**src/rtl/fifo_arb_pkg.sv**
```systemverilog
// Shared types and helpers for the round-robin FIFO enqueue arbiter.
package fifo_arb_pkg;

    typedef enum logic [1:0] {
        IDLE  = 2'h0,
        GRANT = 2'h1,
        FLUSH = 2'h2
    } arb_state_t;

    // Single-step modulo: callers only ever pass i < 2*n.
    function automatic int unsigned idx_wrap(input int unsigned i, input int unsigned n);
        return (i >= n) ? (i - n) : i;
    endfunction

endpackage

```
**src/rtl/rr_pick.sv**
```systemverilog
// Combinational round-robin search: first valid index at or after start_i, wrapping.
module rr_pick
    import fifo_arb_pkg::*;
#(
    parameter int num_req = 4,
    parameter int idx_w   = $clog2(num_req)
) (
    input  logic [num_req-1:0] valid_i,
    input  logic [idx_w-1:0]   start_i,
    output logic               found_o,
    output logic [idx_w-1:0]   sel_o
);

    int unsigned idx;

    always_comb begin
        // NOTE: every output gets a default first so no path leaves it unassigned (no latch).
        found_o = 1'b0;
        sel_o   = '0;
        idx     = 0;
        for (int k = 0; k < num_req; k++) begin
            idx = idx_wrap(int'(start_i) + k, num_req);
            if (!found_o && valid_i[idx]) begin
                found_o = 1'b1;
                sel_o   = idx_w'(idx);
            end
        end
    end

endmodule

```
**src/rtl/fifo_enq_arbiter.sv**
```systemverilog
// Round-robin arbiter sharing one fifo enqueue port, with bounded bursts and flush sequencing.
module fifo_enq_arbiter
    import fifo_arb_pkg::*;
#(
    parameter int num_req   = 4,
    parameter int data_size = 10,
    parameter int max_burst = 2
) (
    input  logic                           clk,
    input  logic                           rst_n,
    input  logic [num_req*data_size-1:0]   req_data,
    input  logic [num_req-1:0]             req_valid,
    output logic [num_req-1:0]             req_ready,
    output logic [data_size-1:0]           enq_data,
    output logic [$clog2(num_req)-1:0]     enq_src,
    output logic                           enq_valid,
    input  logic                           enq_ready,
    input  logic                           flush_in,
    output logic                           flush_out,
    output logic                           busy
);

    localparam int IDX_W = $clog2(num_req);
    localparam int CNT_W = $clog2(max_burst + 1);

    arb_state_t       state_q, state_d;
    logic [IDX_W-1:0] ptr_q, ptr_d;
    logic [IDX_W-1:0] grant_q, grant_d;
    logic [CNT_W-1:0] cnt_q, cnt_d;

    logic             in_grant;
    logic             fire;
    logic             last_beat;
    logic             release_grant;
    logic [IDX_W-1:0] grant_nxt;
    logic [IDX_W-1:0] pick_start;
    logic             pick_found;
    logic [IDX_W-1:0] pick_idx;

    assign in_grant  = (state_q == GRANT);
    assign grant_nxt = IDX_W'(idx_wrap(int'(grant_q) + 1, num_req));

    // On release the old owner is searched last, so a lone requester is re-granted at once.
    assign pick_start = (state_q == IDLE) ? ptr_q : grant_nxt;

    rr_pick #(
        .num_req (num_req),
        .idx_w   (IDX_W)
    ) u_pick (
        .valid_i (req_valid),
        .start_i (pick_start),
        .found_o (pick_found),
        .sel_o   (pick_idx)
    );

    assign enq_valid = in_grant && req_valid[grant_q] && !flush_in;
    assign fire      = enq_valid && enq_ready;
    assign enq_src   = grant_q;
    assign enq_data  = in_grant ? req_data[int'(grant_q)*data_size +: data_size] : '0;
    assign flush_out = (state_q == FLUSH);
    assign busy      = (state_q != IDLE);

    assign last_beat     = ((cnt_q + 1'b1) == CNT_W'(max_burst));
    assign release_grant = in_grant && !flush_in &&
                           ((fire && last_beat) || (!fire && !req_valid[grant_q]));

    always_comb begin
        req_ready = '0;
        if (in_grant && enq_ready && !flush_in) begin
            req_ready[grant_q] = 1'b1;
        end
    end

    always_comb begin
        state_d = state_q;
        ptr_d   = ptr_q;
        grant_d = grant_q;
        cnt_d   = cnt_q;
        case (state_q)
            IDLE: begin
                if (flush_in) begin
                    state_d = FLUSH;
                    cnt_d   = '0;
                end else if (pick_found) begin
                    grant_d = pick_idx;
                    cnt_d   = '0;
                    state_d = GRANT;
                end
            end
            GRANT: begin
                if (flush_in) begin
                    state_d = FLUSH;
                    cnt_d   = '0;
                end else if (release_grant) begin
                    ptr_d = grant_nxt;
                    cnt_d = '0;
                    if (pick_found) begin
                        grant_d = pick_idx;
                    end else begin
                        state_d = IDLE;
                    end
                end else if (fire) begin
                    cnt_d = cnt_q + 1'b1;
                end
            end
            FLUSH: begin
                state_d = IDLE;
            end
            default: begin
                state_d = IDLE;
            end
        endcase
    end

    // NOTE: state registers use non-blocking assignments so all of them update from the same old values.
    always_ff @(posedge clk or negedge rst_n) begin
        if (!rst_n) begin
            state_q <= IDLE;
            ptr_q   <= '0;
            grant_q <= '0;
            cnt_q   <= '0;
        end else begin
            state_q <= state_d;
            ptr_q   <= ptr_d;
            grant_q <= grant_d;
            cnt_q   <= cnt_d;
        end
    end

endmodule

```
**config.mk**
```make
export PLATFORM = sky130hd
export DESIGN_NAME = fifo_enq_arbiter
export DESIGN_NICKNAME = d
export VERILOG_FILES = /design/src/rtl/fifo_arb_pkg.sv /design/src/rtl/rr_pick.sv /design/src/rtl/fifo_enq_arbiter.sv
export SDC_FILE = /design/constraint.sdc
export NUM_CORES = 1
export LEC_CHECK = 0
export CORE_AREA = 2 2 62 53
export DETAILED_ROUTE_END_ITERATION = 10
export DIE_AREA = 0 0 64 55
export PLACE_DENSITY = 0.78
export RECOVER_POWER = 25
export SETUP_SLACK_MARGIN = 0.1
export SLEW_MARGIN = 20
export SYNTH_ARGS = -nofsm -noshare
export SYNTH_HDL_FRONTEND = slang
export SYNTH_SLANG_ARGS = --single-unit
```
**constraint.sdc**
```tcl
create_clock -name clk -period 2.4 [get_ports clk]
set_input_delay 0.6 -clock clk [delete_from_list [all_inputs] [get_ports clk]]
set_output_delay 0.6 -clock clk [all_outputs]
set_load 0.05 [all_outputs]
```
==> results.sh <==
export IMPL_first_pass_iters=4
export IMPL_synthMuxAreaShare_pct=30.5
export IMPL_cts_buffers=3
export IMPL_fin_area_um2=1910
export IMPL_worstSkewPairLatency_ns=0.26
export IMPL_syn2layout_area_growth_pct=97.8
export IMPL_hold_viol=0
export IMPL_synth_compound_area_share_pct=13.6
export IMPL_cts_tree="built"
export IMPL_die_h_um=55
export IMPL_ys_async_sr_fraction_pct=100
export IMPL_synth_adder_area_share_pct=6.47
export IMPL_cts_path_max_buffers=2
export IMPL_dr_total_vias=1126
export IMPL_globalRoute_totalOverflow=0
export IMPL_synthFlopType="dfrtp_1"
export IMPL_dieArea_um2=3520
export IMPL_postSynthCellCount=94
export IMPL_setup_viol=0
export IMPL_gp_congestion=0.917
export IMPL_whs_path_depth=1
export IMPL_slew_headroom_pct=67.0
export IMPL_fin_util_pct=65.8
export IMPL_crit_path_start_kind="flip-flop"
export IMPL_drive_gt1_share_pct=41.0
export IMPL_fin_ws_ns=0.146
export IMPL_status="finished, final reports clean"
export IMPL_drtIter0Drc=42
export IMPL_dpl_instance_area_um2=1780
export IMPL_grt_use_total_pct=21.3
export IMPL_fmax_ghz=0.444
export IMPL_ys_ff_latch=8
export IMPL_synth_edf_count=0
export IMPL_finalCriticalPeriod_ns=2.25
export IMPL_whs_ns=0.483
export IMPL_clk_pin_slew_worst_paths_ns=0.06
export IMPL_initial_core_util_pct=33.3
export IMPL_worstPathRequired_ns=1.80
export IMPL_fin_crit_sh_pct=93.9
export IMPL_dp_slack_ns=-0.101
export IMPL_power_mw=1.42
export IMPL_cp_max_fo=8
export IMPL_cts_sinks=8
export IMPL_seq_area_frac_synth_pct=20.7
export IMPL_die_w_um=64
export IMPL_wirelength_um=3870
export IMPL_end_kind="primary output"
export IMPL_p_per_area_nw_per_um2=741
export IMPL_ys_warn_count=0
export IMPL_synth_nets=147
export IMPL_portBuffers=66
export IMPL_fin_cells=213
export IMPL_syn_cell_area_um2=967
export IMPL_antenna_found_initial=0
export IMPL_grt_max_degree=17
export IMPL_ios=67
export IMPL_nFillCells=233
export IMPL_tns_ns=0
export IMPL_n_antenna_cell=0
export IMPL_hold_path_class="flip-flop to flip-flop"
export IMPL_synth_top_family_by_area="multiplexers"
export IMPL_drc_errors=0
export IMPL_routedWlPerCell_um=18.2
export IMPL_ant_nets=0
export IMPL_vias_per_cell=5.29
export IMPL_ctsHtreeMaxLevel=1
export IMPL_root_buffer="clkbuf_4"
export IMPL_p_leak_nw=0.879
export IMPL_place_inst=206
export IMPL_peakVddDrop_uv=687
export IMPL_dp_hpwl_um=2850
export IMPL_critical_path_arrival_ns=1.65
export IMPL_final_nets=228
export IMPL_drv_cap=0
export IMPL_avgSynthCellArea_um2=10.3
export IMPL_tightest_slew_ns=0.497
export IMPL_grt_first_pass_wirelength_um=5490
export IMPL_grt_pass1_vias=1064
export IMPL_core_um2=2910
export IMPL_ys_types=35
export IMPL_slew_viol_final=0
export IMPL_synthXorXnorAreaFrac_pct=0
export IMPL_std_cell_rows=18
export IMPL_rsz0062_at_grt="true"
export IMPL_crit_type="flip-flop to primary output"
export IMPL_skew_ns=0.00927
export IMPL_ff2ff_path_depth=6
export IMPL_synthSimpleGateAreaFrac_pct=22.1
## report_power, final
group	internal [mW]	switching, mW	total (mW)
Clock	0.0574	0.0484	0.106
Combinational	0.563	0.491	1.05
Sequential	0.177	0.0798	0.257
Total	0.797	0.619	1.42
## what timing repair did
| action | in CTS | in global routing |
|---|---|---|
| buffers inserted | 4 | 0 |
| hold buffers | 0 | 0 |
| gates resized for setup | 80 | 6 |
| pin swaps | 1 | 1 |
| endpoints found under the setup margin | 17 | 13 |
## cell usage in the layout, fill, tap and decap left out, drive strengths merged, types with 2 or more instances in the layout
cell / count
mux4: 11
mux2: 2
buf: 32
a31oi: 2
clkbuf: 4
nor2b: 12
dfrtp: 8
nor4: 2
o21ai: 3
ha: 5
o31ai: 2
inv: 8
dlygate4sd2: 46
o22ai: 3
nor2: 2
and3: 4
nor3b: 2
or2: 3
nand2: 5
## final timing paths
kind	start	endpoint	slack [ns]
min	cnt_q[0]	cnt_q[0]	0.48
min in group asynchronous	rst_n	ptr_q[0]	0.69
max in group asynchronous	rst_n	enq_src[0]	1.40
max	enq_src[0]	enq_data[8]	0.15
max reg2reg	enq_src[1]	enq_src[0]	0.26
min reg2reg	cnt_q[0]	cnt_q[0]	0.48
## kinds of logic after synthesis
kind of cell / Yosys count
AOI/OAI and AO/OA: 18
muxes: 14
buffers and inverters: 14
and+or+nand+nor: 35
adders and majority gates: 5
DFF: 8
## final cells by class
type | count | area, um2 | area share, %
flip-flops and latches | 8 | 205 | 10.7
repair buffers | 82 | 810 | 42.3
inverters | 8 | 30.0 | 1.57
clock buffers | 3 | 22.5 | 1.18
well taps | 40 | 50.0 | 2.62
multi-input cells | 72 | 796 | 41.6
## cell usage after synthesis, types with 2 or more instances
library cell / instances / area, um2
or2_2: 3 / 18.8
mux2_2: 2 / 22.5
and3_1: 4 / 25.0
o22ai_1: 3 / 18.8
nor2_1: 2 / 7.51
nand2_1: 5 / 18.8
inv_1: 8 / 30.0
ha_1: 5 / 62.6
mux4_2: 7 / 158
nor2b_1: 12 / 75.1
dfrtp_1: 8 / 200
mux4_1: 4 / 105
buf_2: 3 / 15.0
o21ai_0: 3 / 15.0
nor4_1: 2 / 12.5
o31ai_1: 2 / 15.0
nor3b_1: 2 / 15.0
a31oi_1: 2 / 12.5
## layer usage
| layer | up-vias | global-route usage [%] | part of all wire [%] |
|---|---|---|---|
| li1 | 521 | - | - |
| met1 | 550 | 25.8 | 40 |
| met2 | 55 | 38.7 | 52 |
| met3 | 0 | 6.48 | 8.4 |
| met4 | 0 | 2.90 | 0 |
| met5 | - | 0 | 0 |
## worst max-delay path, cell delays in order (launching register included)
cell and delay (ns):
dfrtp_4 0.43, buf_6 0.15, mux4_2 0.51, nor2b_4 0.15
buf_8 0.16
## sequential cells by signal, summed over array words and instances (netlist names)
signal and cells:
enq_src 2, state_q 2, ptr_q 2, cnt_q 2
(Power assumes the default switching activity.)
